<file path="config.mk">
export PLATFORM = sky130hd
export DESIGN_NAME = cdb_arbiter
export DESIGN_NICKNAME = d
export VERILOG_FILES = /design/src/rtl/cdb_arbiter.sv
export SDC_FILE = /design/constraint.sdc
export NUM_CORES = 1
export LEC_CHECK = 0
export CORE_AREA = 4 4 153 155
export DETAILED_ROUTE_END_ITERATION = 7
export DIE_AREA = 0 0 157 159
export PLACE_DENSITY = 0.84
export SYNTH_ARGS = -nofsm -noshare
export SYNTH_HDL_FRONTEND = slang
export SYNTH_SLANG_ARGS = --single-unit
export TNS_END_PERCENT = 1
</file>
<file path="constraint.sdc">
create_clock -name clk -period 19.2 [get_ports clk]
set_clock_uncertainty 0.15 [all_clocks]
set_input_delay 1.92 -clock clk [delete_from_list [all_inputs] [get_ports clk]]
set_output_delay 1.92 -clock clk [all_outputs]
set_load 0.01 [all_outputs]
</file>
<file path="src/rtl/cdb_arbiter.sv">
// Two-slot common data bus arbiter: round-robin selection with a starvation override.
// Build macro CDB_AGE_PRIORITY_EN ranks requesters by ROB age instead (adds rob_head).
module cdb_arbiter #(
    parameter int N_REQ        = 4,
    parameter int TAG_W        = 32,
    parameter int DATA_W       = 32,
    parameter int STARVE_LIMIT = 3
) (
    input  logic                    clk,
    input  logic                    reset,
    input  logic                    flush,
    input  logic [N_REQ-1:0]        req_valid,
    input  logic [N_REQ*TAG_W-1:0]  req_tag,
    input  logic [N_REQ*DATA_W-1:0] req_value,
`ifdef CDB_AGE_PRIORITY_EN
    input  logic [TAG_W-1:0]        rob_head,
`endif
    output logic [N_REQ-1:0]        req_grant,
    output logic [TAG_W-1:0]        cdb1_tag,
    output logic [DATA_W-1:0]       cdb1_value,
    output logic [TAG_W-1:0]        cdb2_tag,
    output logic [DATA_W-1:0]       cdb2_value,
    output logic                    err_zero_tag
);
    localparam int PTR_W = $clog2(N_REQ);
    localparam int CNT_W = $clog2(STARVE_LIMIT + 1);
`ifdef CDB_AGE_PRIORITY_EN
    localparam int KEY_W = TAG_W;
`else
    localparam int KEY_W = PTR_W;
`endif

    logic [PTR_W-1:0]  rr_ptr_q, rr_ptr_d;
    logic [CNT_W-1:0]  wait_cnt_q [N_REQ];
    logic [CNT_W-1:0]  wait_cnt_d [N_REQ];
    logic [TAG_W-1:0]  cdb1_tag_q, cdb1_tag_d, cdb2_tag_q, cdb2_tag_d;
    logic [DATA_W-1:0] cdb1_value_q, cdb1_value_d, cdb2_value_q, cdb2_value_d;
    logic              err_zero_tag_q, err_zero_tag_d;

    logic [N_REQ-1:0]  elig, zero_req, starved, win_a, win_b, win_last;
    logic [KEY_W-1:0]  key [N_REQ];
    logic [KEY_W-1:0]  best_a, best_b;
    logic              found_a, found_b;

    // Smaller key = higher priority: distance from rr_ptr, or age relative to rob_head.
    always_comb begin
        for (int i = 0; i < N_REQ; i++) begin
            zero_req[i] = req_valid[i] && (req_tag[i*TAG_W +: TAG_W] == '0);
            elig[i]     = req_valid[i] && !zero_req[i];
            starved[i]  = elig[i] && (wait_cnt_q[i] >= CNT_W'(STARVE_LIMIT));
`ifdef CDB_AGE_PRIORITY_EN
            key[i]      = req_tag[i*TAG_W +: TAG_W] - rob_head;
`else
            key[i]      = KEY_W'((i + N_REQ - int'(rr_ptr_q)) % N_REQ);
`endif
        end
    end

    always_comb begin
        found_a = 1'b0;
        best_a  = '0;
        win_a   = '0;
        for (int i = 0; i < N_REQ; i++) begin
            if (elig[i] && (!found_a || key[i] < best_a)) begin
                found_a  = 1'b1;
                best_a   = key[i];
                win_a    = '0;
                win_a[i] = 1'b1;
            end
        end
        if (|starved) begin
            win_a = starved & (~starved + N_REQ'(1));
        end

        found_b = 1'b0;
        best_b  = '0;
        win_b   = '0;
        for (int i = 0; i < N_REQ; i++) begin
            if (elig[i] && !win_a[i] && (!found_b || key[i] < best_b)) begin
                found_b  = 1'b1;
                best_b   = key[i];
                win_b    = '0;
                win_b[i] = 1'b1;
            end
        end

        if (reset || flush) begin
            win_a = '0;
            win_b = '0;
        end
        win_last  = (|win_b) ? win_b : win_a;
        req_grant = win_a | win_b;
    end

    always_comb begin
        rr_ptr_d       = rr_ptr_q;
        cdb1_tag_d     = '0;
        cdb1_value_d   = '0;
        cdb2_tag_d     = '0;
        cdb2_value_d   = '0;
        err_zero_tag_d = 1'b0;
        for (int i = 0; i < N_REQ; i++) begin
            wait_cnt_d[i] = '0;
        end

        if (flush) begin
            rr_ptr_d = '0;
        end else begin
            for (int i = 0; i < N_REQ; i++) begin
                if (win_a[i]) begin
                    cdb1_tag_d   = req_tag[i*TAG_W +: TAG_W];
                    cdb1_value_d = req_value[i*DATA_W +: DATA_W];
                end
                if (win_b[i]) begin
                    cdb2_tag_d   = req_tag[i*TAG_W +: TAG_W];
                    cdb2_value_d = req_value[i*DATA_W +: DATA_W];
                end
                if (win_last[i]) begin
                    rr_ptr_d = (i == N_REQ - 1) ? '0 : PTR_W'(i + 1);
                end
                if (elig[i] && !req_grant[i]) begin
                    if (wait_cnt_q[i] < CNT_W'(STARVE_LIMIT)) begin
                        wait_cnt_d[i] = wait_cnt_q[i] + CNT_W'(1);
                    end else begin
                        wait_cnt_d[i] = wait_cnt_q[i];
                    end
                end
            end
            err_zero_tag_d = |zero_req;
        end
    end

    always_ff @(posedge clk) begin
        if (reset) begin
            rr_ptr_q       <= '0;
            cdb1_tag_q     <= '0;
            cdb1_value_q   <= '0;
            cdb2_tag_q     <= '0;
            cdb2_value_q   <= '0;
            err_zero_tag_q <= 1'b0;
            for (int i = 0; i < N_REQ; i++) begin
                wait_cnt_q[i] <= '0;
            end
        end else begin
            rr_ptr_q       <= rr_ptr_d;
            cdb1_tag_q     <= cdb1_tag_d;
            cdb1_value_q   <= cdb1_value_d;
            cdb2_tag_q     <= cdb2_tag_d;
            cdb2_value_q   <= cdb2_value_d;
            err_zero_tag_q <= err_zero_tag_d;
            wait_cnt_q     <= wait_cnt_d;
        end
    end

    assign cdb1_tag     = cdb1_tag_q;
    assign cdb1_value   = cdb1_value_q;
    assign cdb2_tag     = cdb2_tag_q;
    assign cdb2_value   = cdb2_value_q;
    assign err_zero_tag = err_zero_tag_q;
endmodule

</file>
# Yosys cells after proc, flatten, opt, wreduce, memory -nomap -nowiden
# Index checks and enable logic that the tools add are counted.
word_totals:
  reg_bits: 139
  out_inout_bits: 133
  wordCells: 148
  inputBits: 263
op_classes:
  n_bitwise: 7
  magnitude_cmp: 14
  muxes: 43
  reduce_logical: 65
  addsub: 9
ops:
  columns: ["operator", "n"]
  rows:
  - ["$mux 32", 16]
  - ["$logic_not 32->1", 4]
  - ["$mux 4", 10]
  - ["$logic_and 1x1->1", 26]
  - ["$logic_not 1->1", 18]
  - ["$mux 2", 9]
  - ["$reduce_or 3->1", 5]
  - ["$lt 2x2->1", 6]
  - ["$reduce_or 4->1", 3]
  - ["$add 2x1->2 const B", 4]
  - ["$ge 2x2->1 const B", 4]
  - ["$lt 2x2->1 const B", 4]
  - ["$mux 1", 8]
  - ["$logic_or 1x1->1", 7]
  - ["$add 4x1->4 const B", 1]
  - ["$and 4x4->4", 1]
  - ["$not 1->1", 4]
  - ["$not 4->4", 1]
  - ["$or 4x4->4", 1]
  - ["$sub 1x2->2 const A", 2]
  - ["$sub 2x2->2 const A", 2]
  - ["$reduce_bool 3->1", 1]
  - ["$reduce_or 2->1", 1]

# Logic depth before layout (Yosys ltp)
# Gate-level depths: netlist of the first run.
depth:
  ltp_word: 39
  depth_mapped: 43
  mapped_depth_nobuf: 35

# Worst setup path before layout of the first run
# OpenSTA, ideal clock, no wires.
synth_timing:
  path_kind: "input port to output port"
  start: "in req_tag[59]"
  end: "out req_grant[3]"
  required_time_ns: 17.130
  cell_stages: 41
  setup_slack_ns: 8.267
  t_arrival_ns: 8.863
  n_path_buf: 8
  cell_sequence: "nor4_1 nand4_1 o21ai_2 buf_2 a32oi_1 ha_1 inv_1 nor2_1 o22ai_1 nand2_1 mux4_2 ha_1 and2b_1 nand3_1 a21oi_1 o21ba_2 o311ai_4 nor3_2 [... 5 more ...] nand2b_1 clkbuf_2 inv_1 a311o_1 buf_4 nand2_2 buf_2 nor2_1 a21o_1 ha_1 o221a_1 o211a_1 o31ai_2 buf_4 buf_6 buf_4 nor2_1 nor2_1"
synth_between:
  elab_chain_len: 32
  elab_cells_between_ends: 57
  classes_between: "add/sub: 1; order compare: 5; mux: 18; bitwise: 3; reduce/logical: 30"
synth_lines:
  columns: ["item", "line_no", "rtl"]
  rows:
  - ["start, declared", "13", "input logic [N_REQ*TAG_W-1:0] req_tag,"]
  - ["$logic_not 32->1 (*)", "48", "zero_req[i] = req_valid[i] && (req_tag[i*TAG_W +: TAG_W] == '0);"]
  - ["$logic_and 1x1->1 (*)", "48", null]
  - ["$logic_not 1->1 (*)", "49", "elig[i] = req_valid[i] && !zero_req[i];"]
  - ["$logic_and 1x1->1 (*)", "49", null]
  - ["$logic_and 1x1->1", "64", "if (elig[i] && (!found_a || key[i] < best_a)) begin"]
  - ["$mux 2 or $mux 1 (tied branches)", "64", null]
  - ["$lt 2x2->1 or $logic_not 1->1 (tied branches)", "64", null]
  - ["$logic_or 1x1->1", "64", null]
  - ["[... 16 more ...]", null, null]
  - ["$logic_and 1x1->1", "79", "if (elig[i] && !win_a[i] && (!found_b || key[i] < best_b)) begin"]
  - ["$mux 2 or $mux 1 (tied branches)", "79", null]
  - ["$lt 2x2->1 or $logic_not 1->1 (tied branches)", "79", null]
  - ["$logic_or 1x1->1", "79", null]
  - ["$logic_and 1x1->1", "79", null]
  - ["$mux 4", "79", null]
  - ["$mux 4", "87", "if (reset || flush) begin"]
  - ["$or 4x4->4 (*)", "92", "req_grant = win_a | win_b;"]
  - ["end, declared", "18", "output logic [N_REQ-1:0] req_grant,"]
# Mark *: on every way between the ends. The rest lies on a longest branch, timed or not.

# Worst setup path after layout of the first run
layout_timing:
  start: "in req_tag[40]"
  end: "out req_grant[1]"
# The elaborated chain is that of the path after synthesis.

==> qor.csv, run 1 <==
metric;value;unit
outcome;complete, but fails checks;
violations;design-rule violations;
critical_path.max_stage_delay;0.70;ns
syn_area;0.00819;mm²
clock_tree_from_tritoncts;built;
instances_no_fill;1601;
layout_common_cells;sky130_fd_sc_hd__clkdlybuf4s50_1 (395), sky130_fd_sc_hd__dfxtp_1 (139), sky130_fd_sc_hd__a21oi_1 (134);
reg2reg_setup_slack;9.32;ns
grt_antenna_before_repair;2;
drc;2;
p_sw_share;38.6;%
critPathLaunchType;input pin;
worst_hold_slack;0.279;ns
route.antenna.remaining_nets;0;
static-leakage-power;4.43;nW
cts-htree-levels;4;
drt_pass1_iterations;8;
synthesis.instances;983;
grt_first_pass_wirelength;58.4;mm
cts_made_buffers;17;
cts_sink_cnt;139;
drive_above_1_share;6.36;%
top_level_ports;396;
peakVddDrop;65.4;µV
part_of_the_power_in_combinational_logic;46.9;%
synthToLayoutAreaGrowth;56.3;%
cp_max_fo;84;
grt_max_degree;85;
ys.warnings.count;0;
arrival;12.75;ns
power.density_cell_area;99.7;mW/mm²
grt_setup_unrepaired;false;
hpwl;27.3;mm
die_area;0.0250;mm²
fmax;67.5;MHz
cpMaxStageDelayCell;sky130_fd_sc_hd__nand2_2;
worst-setup-path-type;input pin to primary output;
hold_path.class;register to register;
switching_power;0.492;mW
pwr-share-seq;26.5;%
finalWeightedCongestion;1.02;
clk_pin_slew_worst_paths;0.06;ns
period_share;77.2;%
floorplan.die.width;157;µm
finalMaxSlewViolations;0;
starting_utilization_of_the_core_area;37.5;%
number_of_hold_slack_violations_in_the_final_timing_report;0;
synth-async-reset-ratio;0;%
global_route.overflow_total;0;
via_density_per_instance;6.37;
ys_dominant_reg_cell;sky130_fd_sc_hd__dfxtp_1;
timing.max_slew.rel_slack;31.8;%
synth_area_per_cell;8.33;µm²
internal_power;0.784;mW
pwr-share-clk;26.6;%
totalPowerFinal;1.28;mW
row_cnt;54;
port_buffers;395;
cts-hold-fix-buffers;0;
drt_wl_total;38.9;mm
place.detailed.instances;1569;
cp-end-kind;primary output;
synth_enable_flop_cells;0;
post-cts-setup-buffers;0;
worst_min_delay_path_startpoint;wait_cnt_q[6];
grt_pass1_vias;9736;
maxCapViolCount;0;
synth_cell_types;75;
worstRegToRegCells;32;
whs_endpoint;wait_cnt_q[6];
drt_first_iter_violations;1511;
final_core_utilization;58.7;%
worstMarginPinSlew;1.02;ns
required_time_at_the_endpoint_of_the_critical_path;17.13;ns
layout.nets;1579;
all_layer_global_routing_usage;29.3;%
synth_seq_cells;139;
final_period_minus_worst_setup_slack;14.82;ns
worstSkewPairLatency;0.41;ns
worst_r2r_endpoint;wait_cnt_q[4];
final-setup-viol-count;0;
via_count;10200;
cts.repair.resized;0;
antennaDiodeCount;0;
crit_top_cell;sky130_fd_sc_hd__ha_1;
ctsLongestPathBuffers;2;
ys_seq_area_share;34.0;%
critical_path.reg2reg.startpoint;rr_ptr_q[0];
total_negative_setup_slack;0;ns
die_h;159;µm
postSynthNetCount;1254;
final_common_cell;sky130_fd_sc_hd__clkdlybuf4s50_1;
post_drt_wl_per_cell;24.3;µm
core-area;0.0218;mm²
cts_root_buffer;sky130_fd_sc_hd__clkbuf_16;
hold_depth;1;
## Yosys cell counts, types with 3 or more instances
master                     instances  area, µm²
sky130_fd_sc_hd__a211o_1          32        280
sky130_fd_sc_hd__a211oi_1         66        495
sky130_fd_sc_hd__a21oi_1         135        676
sky130_fd_sc_hd__a222oi_1         64        641
sky130_fd_sc_hd__a22o_1           32        280
sky130_fd_sc_hd__a22oi_1          36        270
sky130_fd_sc_hd__and2_0            9       56.3
sky130_fd_sc_hd__and2_1           25        156
sky130_fd_sc_hd__buf_1             4       15.0
sky130_fd_sc_hd__buf_2            34        170
sky130_fd_sc_hd__buf_4             8       60.1
sky130_fd_sc_hd__clkbuf_1         54        203
sky130_fd_sc_hd__dfxtp_1         139       2780
sky130_fd_sc_hd__ha_1              8        100
sky130_fd_sc_hd__inv_1            41        154
sky130_fd_sc_hd__mux2i_1           3       30.0
sky130_fd_sc_hd__nand2_1         105        394
sky130_fd_sc_hd__nand3_1           4       20.0
sky130_fd_sc_hd__nand4_1           9       56.3
sky130_fd_sc_hd__nor2_1           20       75.1
sky130_fd_sc_hd__nor3_1            6       30.0
sky130_fd_sc_hd__nor4_1           24        150
sky130_fd_sc_hd__nor4_2           10        125
sky130_fd_sc_hd__o21a_1           37        278
sky130_fd_sc_hd__o21ai_0           4       20.0
sky130_fd_sc_hd__o21ai_1           3       15.0
sky130_fd_sc_hd__o21ai_2           4       35.0
sky130_fd_sc_hd__o22ai_1           3       18.8
sky130_fd_sc_hd__o31ai_1           4       30.0
sky130_fd_sc_hd__xor2_1            3       26.3
## worst max-delay path, delay by kind of cell
family	cells	cell delay [ns]
AOI/OAI and AO/OA	15	3.54
adders and majority gates	4	1.13
buffers and inverters	4	1.71
and+or+nand+nor	11	3.83
muxes	1	0.50
## routing by layer
layer / GRT usage [%] / routed length [µm]
met1: 37.8 / 14700
met2: 48.3 / 18400
met3: 5.93 / 4110
met4: 11.0 / 1660
met5: 0 / 31
## final cells by class
| type | count | area, µm² |
|---|---|---|
| inverters | 41 | 154 |
| flip-flops and latches | 139 | 2780 |
| repair buffers | 408 | 4050 |
| multi-input cells | 701 | 4870 |
| clock inverters | 13 | 154 |
| clock buffers | 19 | 443 |
| well taps | 280 | 350 |
| fillers | 1901 | 9020 |
## kinds of logic (layout without fill, tap and decap cells)
logic type | count (synthesis) | after routing | synth area share (%)
xor gates and xnor gates | 4 | 4 | 0.428
muxes | 4 | 4 | 0.641
AOI/OAI and AO/OA | 454 | 454 | 41.5
buffers and inverters | 143 | 481 | 7.54
adders and majority gates | 8 | 8 | 1.22
DFF | 139 | 139 | 34.0
and+or+nand+nor | 231 | 231 | 14.7
## power by group through the flow
stage	sequential [mW]	clock [mW]	combinational, mW
floorplan	0.359	0	0.346
global placement	0.343	0	0.585
detailed placement	0.344	0	0.589
CTS	0.337	0.345	0.593
global route	0.340	0.356	0.641
finish	0.338	0.340	0.599
## per-stage QoR
step / setup slack, ns / instance area, µm²
floorplan: 8.27 / 8190
global placement: 4.69 / 12200
detailed placement: 4.60 / 12200
CTS: 4.55 / 12800
global route: 3.77 / 12800
finish: 4.38 / 12800
## registers in the layout (all words and copies together), names as in the netlist
signal	count
err_zero_tag	1
cdb1_tag	32
wait_cnt_q	8
cdb2_value	32
cdb2_tag	32
cdb1_value	32
rr_ptr_q	2
## how the worst max path moves through the flow
stage / from / slack, ns / endpoint
after global placement: req_tag[40] / 4.69 / req_grant[1]
after floorplan: req_tag[59] / 8.27 / req_grant[3]
after detailed placement: req_tag[48] / 4.60 / req_grant[1]
final: req_tag[40] / 4.38 / req_grant[1]
after CTS: req_tag[40] / 4.55 / req_grant[1]
after global routing: req_tag[40] / 3.77 / req_grant[1]
Power figures use the tool's default switching activity.
==> inputs of run 2 (changes only) <==
--- a/config.mk
+++ b/config.mk
@@ -5,10 +5,10 @@
 export SDC_FILE = /design/constraint.sdc
 export NUM_CORES = 1
 export LEC_CHECK = 0
-export CORE_AREA = 4 4 153 155
+export CORE_AREA = 4 4 154 156
 export DETAILED_ROUTE_END_ITERATION = 7
-export DIE_AREA = 0 0 157 159
-export PLACE_DENSITY = 0.84
+export DIE_AREA = 0 0 158 160
+export PLACE_DENSITY = 0.83
 export SYNTH_ARGS = -nofsm -noshare
 export SYNTH_HDL_FRONTEND = slang
 export SYNTH_SLANG_ARGS = --single-unit
==> constraint.sdc (replaced) <==
create_clock -name clk -period 14.8 [get_ports clk]
set_clock_uncertainty 0.15 [all_clocks]
set_input_delay 1.48 -clock clk [delete_from_list [all_inputs] [get_ports clk]]
set_output_delay 1.48 -clock clk [all_outputs]
set_load 0.01 [all_outputs]
==> qor.csv, run 2 (synthesis results as in run 1) <==
metric;value;unit;change
final_common_cell;sky130_fd_sc_hd__clkdlybuf4s50_1;;
floorplan.die.width;158;µm;+0.64%
internal_power;1.00;mW;+28%
placement.setup.worst_slack;1.13;ns;-3.48 ns
die_area;0.0253;mm²;+1.3%
part_of_the_power_in_combinational_logic;47.4;%;+0.5 points
arrival;12.15;ns;-0.60 ns
drt_wl_total;38.8;mm;-0.17%
post-cts-setup-buffers;0;;unchanged
drc;7;;+5
worstSkewPairLatency;0.42;ns;about the same
switching_power;0.649;mW;+32%
grt_pass1_vias;9684;;-0.53%
power.density_cell_area;129;mW/mm²;+29%
cp_max_fo;72;;-14%
ctsLongestPathBuffers;2;;unchanged
peakVddDrop;88.1;µV;+35%
final_period_minus_worst_setup_slack;13.78;ns;
layout_setup_ws;1.02;ns;-3.36 ns
grt_first_pass_wirelength;57.4;mm;-1.7%
hold_path.class;register to register;;
worstMarginPinSlew;0.946;ns;-0.0737 ns
cts_made_buffers;17;;unchanged
drt_pass1_iterations;8;;unchanged
worstRegToRegCells;32;;unchanged
hpwl;26.8;mm;-1.9%
grt_antenna_before_repair;2;;unchanged
critical_path.reg2reg.startpoint;rr_ptr_q[0];;
drt_first_iter_violations;1640;;+8.5%
drive_above_1_share;6.50;%;+0.14 points
finalMaxSlewViolations;0;;unchanged
period_share;93.1;%;
required_time_at_the_endpoint_of_the_critical_path;13.17;ns;-3.96 ns
worst_setup_path_endpoint;req_grant[2];;
row_cnt;55;;+1.9%
crit_top_cell;sky130_fd_sc_hd__ha_1;;
die_h;160;µm;+0.63%
critPathLaunchType;input pin;;
clock_tree_from_tritoncts;built;;
worst-setup-path-type;input pin to primary output;;
starting_utilization_of_the_core_area;36.6;%;-0.91 points
instances_no_fill;1610;;+0.56%
synthToLayoutAreaGrowth;56.3;%;about the same
layout.nets;1581;;+0.13%
grt_max_degree;73;;-14%
worst_r2r_endpoint;wait_cnt_q[4];;
grt_setup_unrepaired;false;;
cts_root_buffer;sky130_fd_sc_hd__clkbuf_16;;
timing.max_slew.rel_slack;36.9;%;+5.2 points
pwr-share-seq;26.5;%;about the same
cts-hold-fix-buffers;0;;unchanged
place.detailed.instances;1576;;+0.45%
maxCapViolCount;0;;unchanged
violations;design-rule violations;;
post_drt_wl_per_cell;24.1;µm;-0.73%
layout_common_cells;sky130_fd_sc_hd__clkdlybuf4s50_1 (395), sky130_fd_sc_hd__dfxtp_1 (139), sky130_fd_sc_hd__a21oi_1 (134);;
all_layer_global_routing_usage;28.9;%;-0.43 points
reg2reg_setup_slack;5.13;ns;-4.19 ns
number_of_hold_slack_violations_in_the_final_timing_report;0;;unchanged
critPathLaunch;req_tag[60];;
total_negative_setup_slack;0;ns;unchanged
static-leakage-power;4.42;nW;-0.18%
core-area;0.0224;mm²;+2.5%
final-setup-viol-count;0;;unchanged
cts_sink_cnt;139;;unchanged
p_sw_share;39.4;%;+0.81 points
top_level_ports;396;;unchanged
critical_path.max_stage_delay;0.71;ns;about the same
cpMaxStageDelayCell;sky130_fd_sc_hd__nand2_2;;
route.antenna.remaining_nets;0;;unchanged
via_density_per_instance;6.33;;-0.53%
pwr-share-clk;26.1;%;-0.5 points
cts.repair.resized;0;;unchanged
global_route.overflow_total;0;;unchanged
cts-htree-levels;4;;unchanged
cp-end-kind;primary output;;
outcome;complete, but fails checks;;
finalWeightedCongestion;0.944;;-7.4%
fmax;72.6;MHz;
port_buffers;395;;unchanged
via_count;10200;;+0.029%
clk_pin_slew_worst_paths;0.06;ns;about the same
-- run 2: cell count changes in the layout (fill, tap and decap cells not counted), moves of 2 or more --
cell / previous run / this run
sky130_fd_sc_hd__clkinvlp_4: 1 / 4
sky130_fd_sc_hd__inv_8: 1 / 4
sky130_fd_sc_hd__diode_2: 0 / 2
sky130_fd_sc_hd__buf_4: 13 / 15
sky130_fd_sc_hd__clkinv_4: 3 / 0
-- run 2: cell type report --
type                            count  area [µm²]
Fill cell                        1985        9560
Multi-Input combinational cell    701        4860
Timing Repair Buffer              410        4070
Sequential cell                   139        2780
Clock buffer                       17         425
Tap cell                          285         357
Clock inverter                     15         154
Inverter                           41         154
Antenna cell                        2        5.00
-- run 2: through the flow --
stage          hold slack, ns  util, %  total power, mW  cell area, µm²
5_1_grt                 0.308     57.3             1.73           12800
3_3_place_gp            0.265     54.6             1.20           12200
2_1_floorplan           0.255        -            0.914            8190
6_report                0.279     57.3             1.65           12800
3_5_place_dp            0.276     54.6             1.21           12200
4_1_cts                 0.284     57.2             1.65           12800
-- run 2: worst min path at each step --
stage | depth (start not counted) | start | end
floorplan | 1 | wait_cnt_q[6] | wait_cnt_q[6]
global placement | 1 | wait_cnt_q[6] | wait_cnt_q[6]
detailed placement | 1 | wait_cnt_q[6] | wait_cnt_q[6]
CTS | 1 | wait_cnt_q[6] | wait_cnt_q[6]
global route | 1 | wait_cnt_q[6] | wait_cnt_q[6]
finish | 1 | wait_cnt_q[6] | wait_cnt_q[6]
-- run 2: critical path: cells and delay by family --
family                   cells  cell delay [ns]
AND/OR/NAND/NOR             11             3.87
multiplexers                 1             0.50
AO/OA/AOI/OAI               15             3.39
buffers and inverters        4             1.70
adder cells (fa/ha/maj)      4             1.16
-- run 2: layer usage --
layer	GRT usage [%]	vias to the layer above	share of wire, %
met1	37.2	4780	38
met4	13.3	0	5.4
met2	45.8	774	46
met5	0	-	0
met3	6.56	145	11
li1	-	4495	-
-- run 2: power groups by stage --
stage	sequential, mW	clock, mW	combinational (mW)
after CTS	0.437	0.437	0.772
after global routing	0.441	0.454	0.835
after detailed placement	0.445	0	0.768
after floorplan	0.465	0	0.449
after global placement	0.444	0	0.760
final	0.437	0.431	0.781
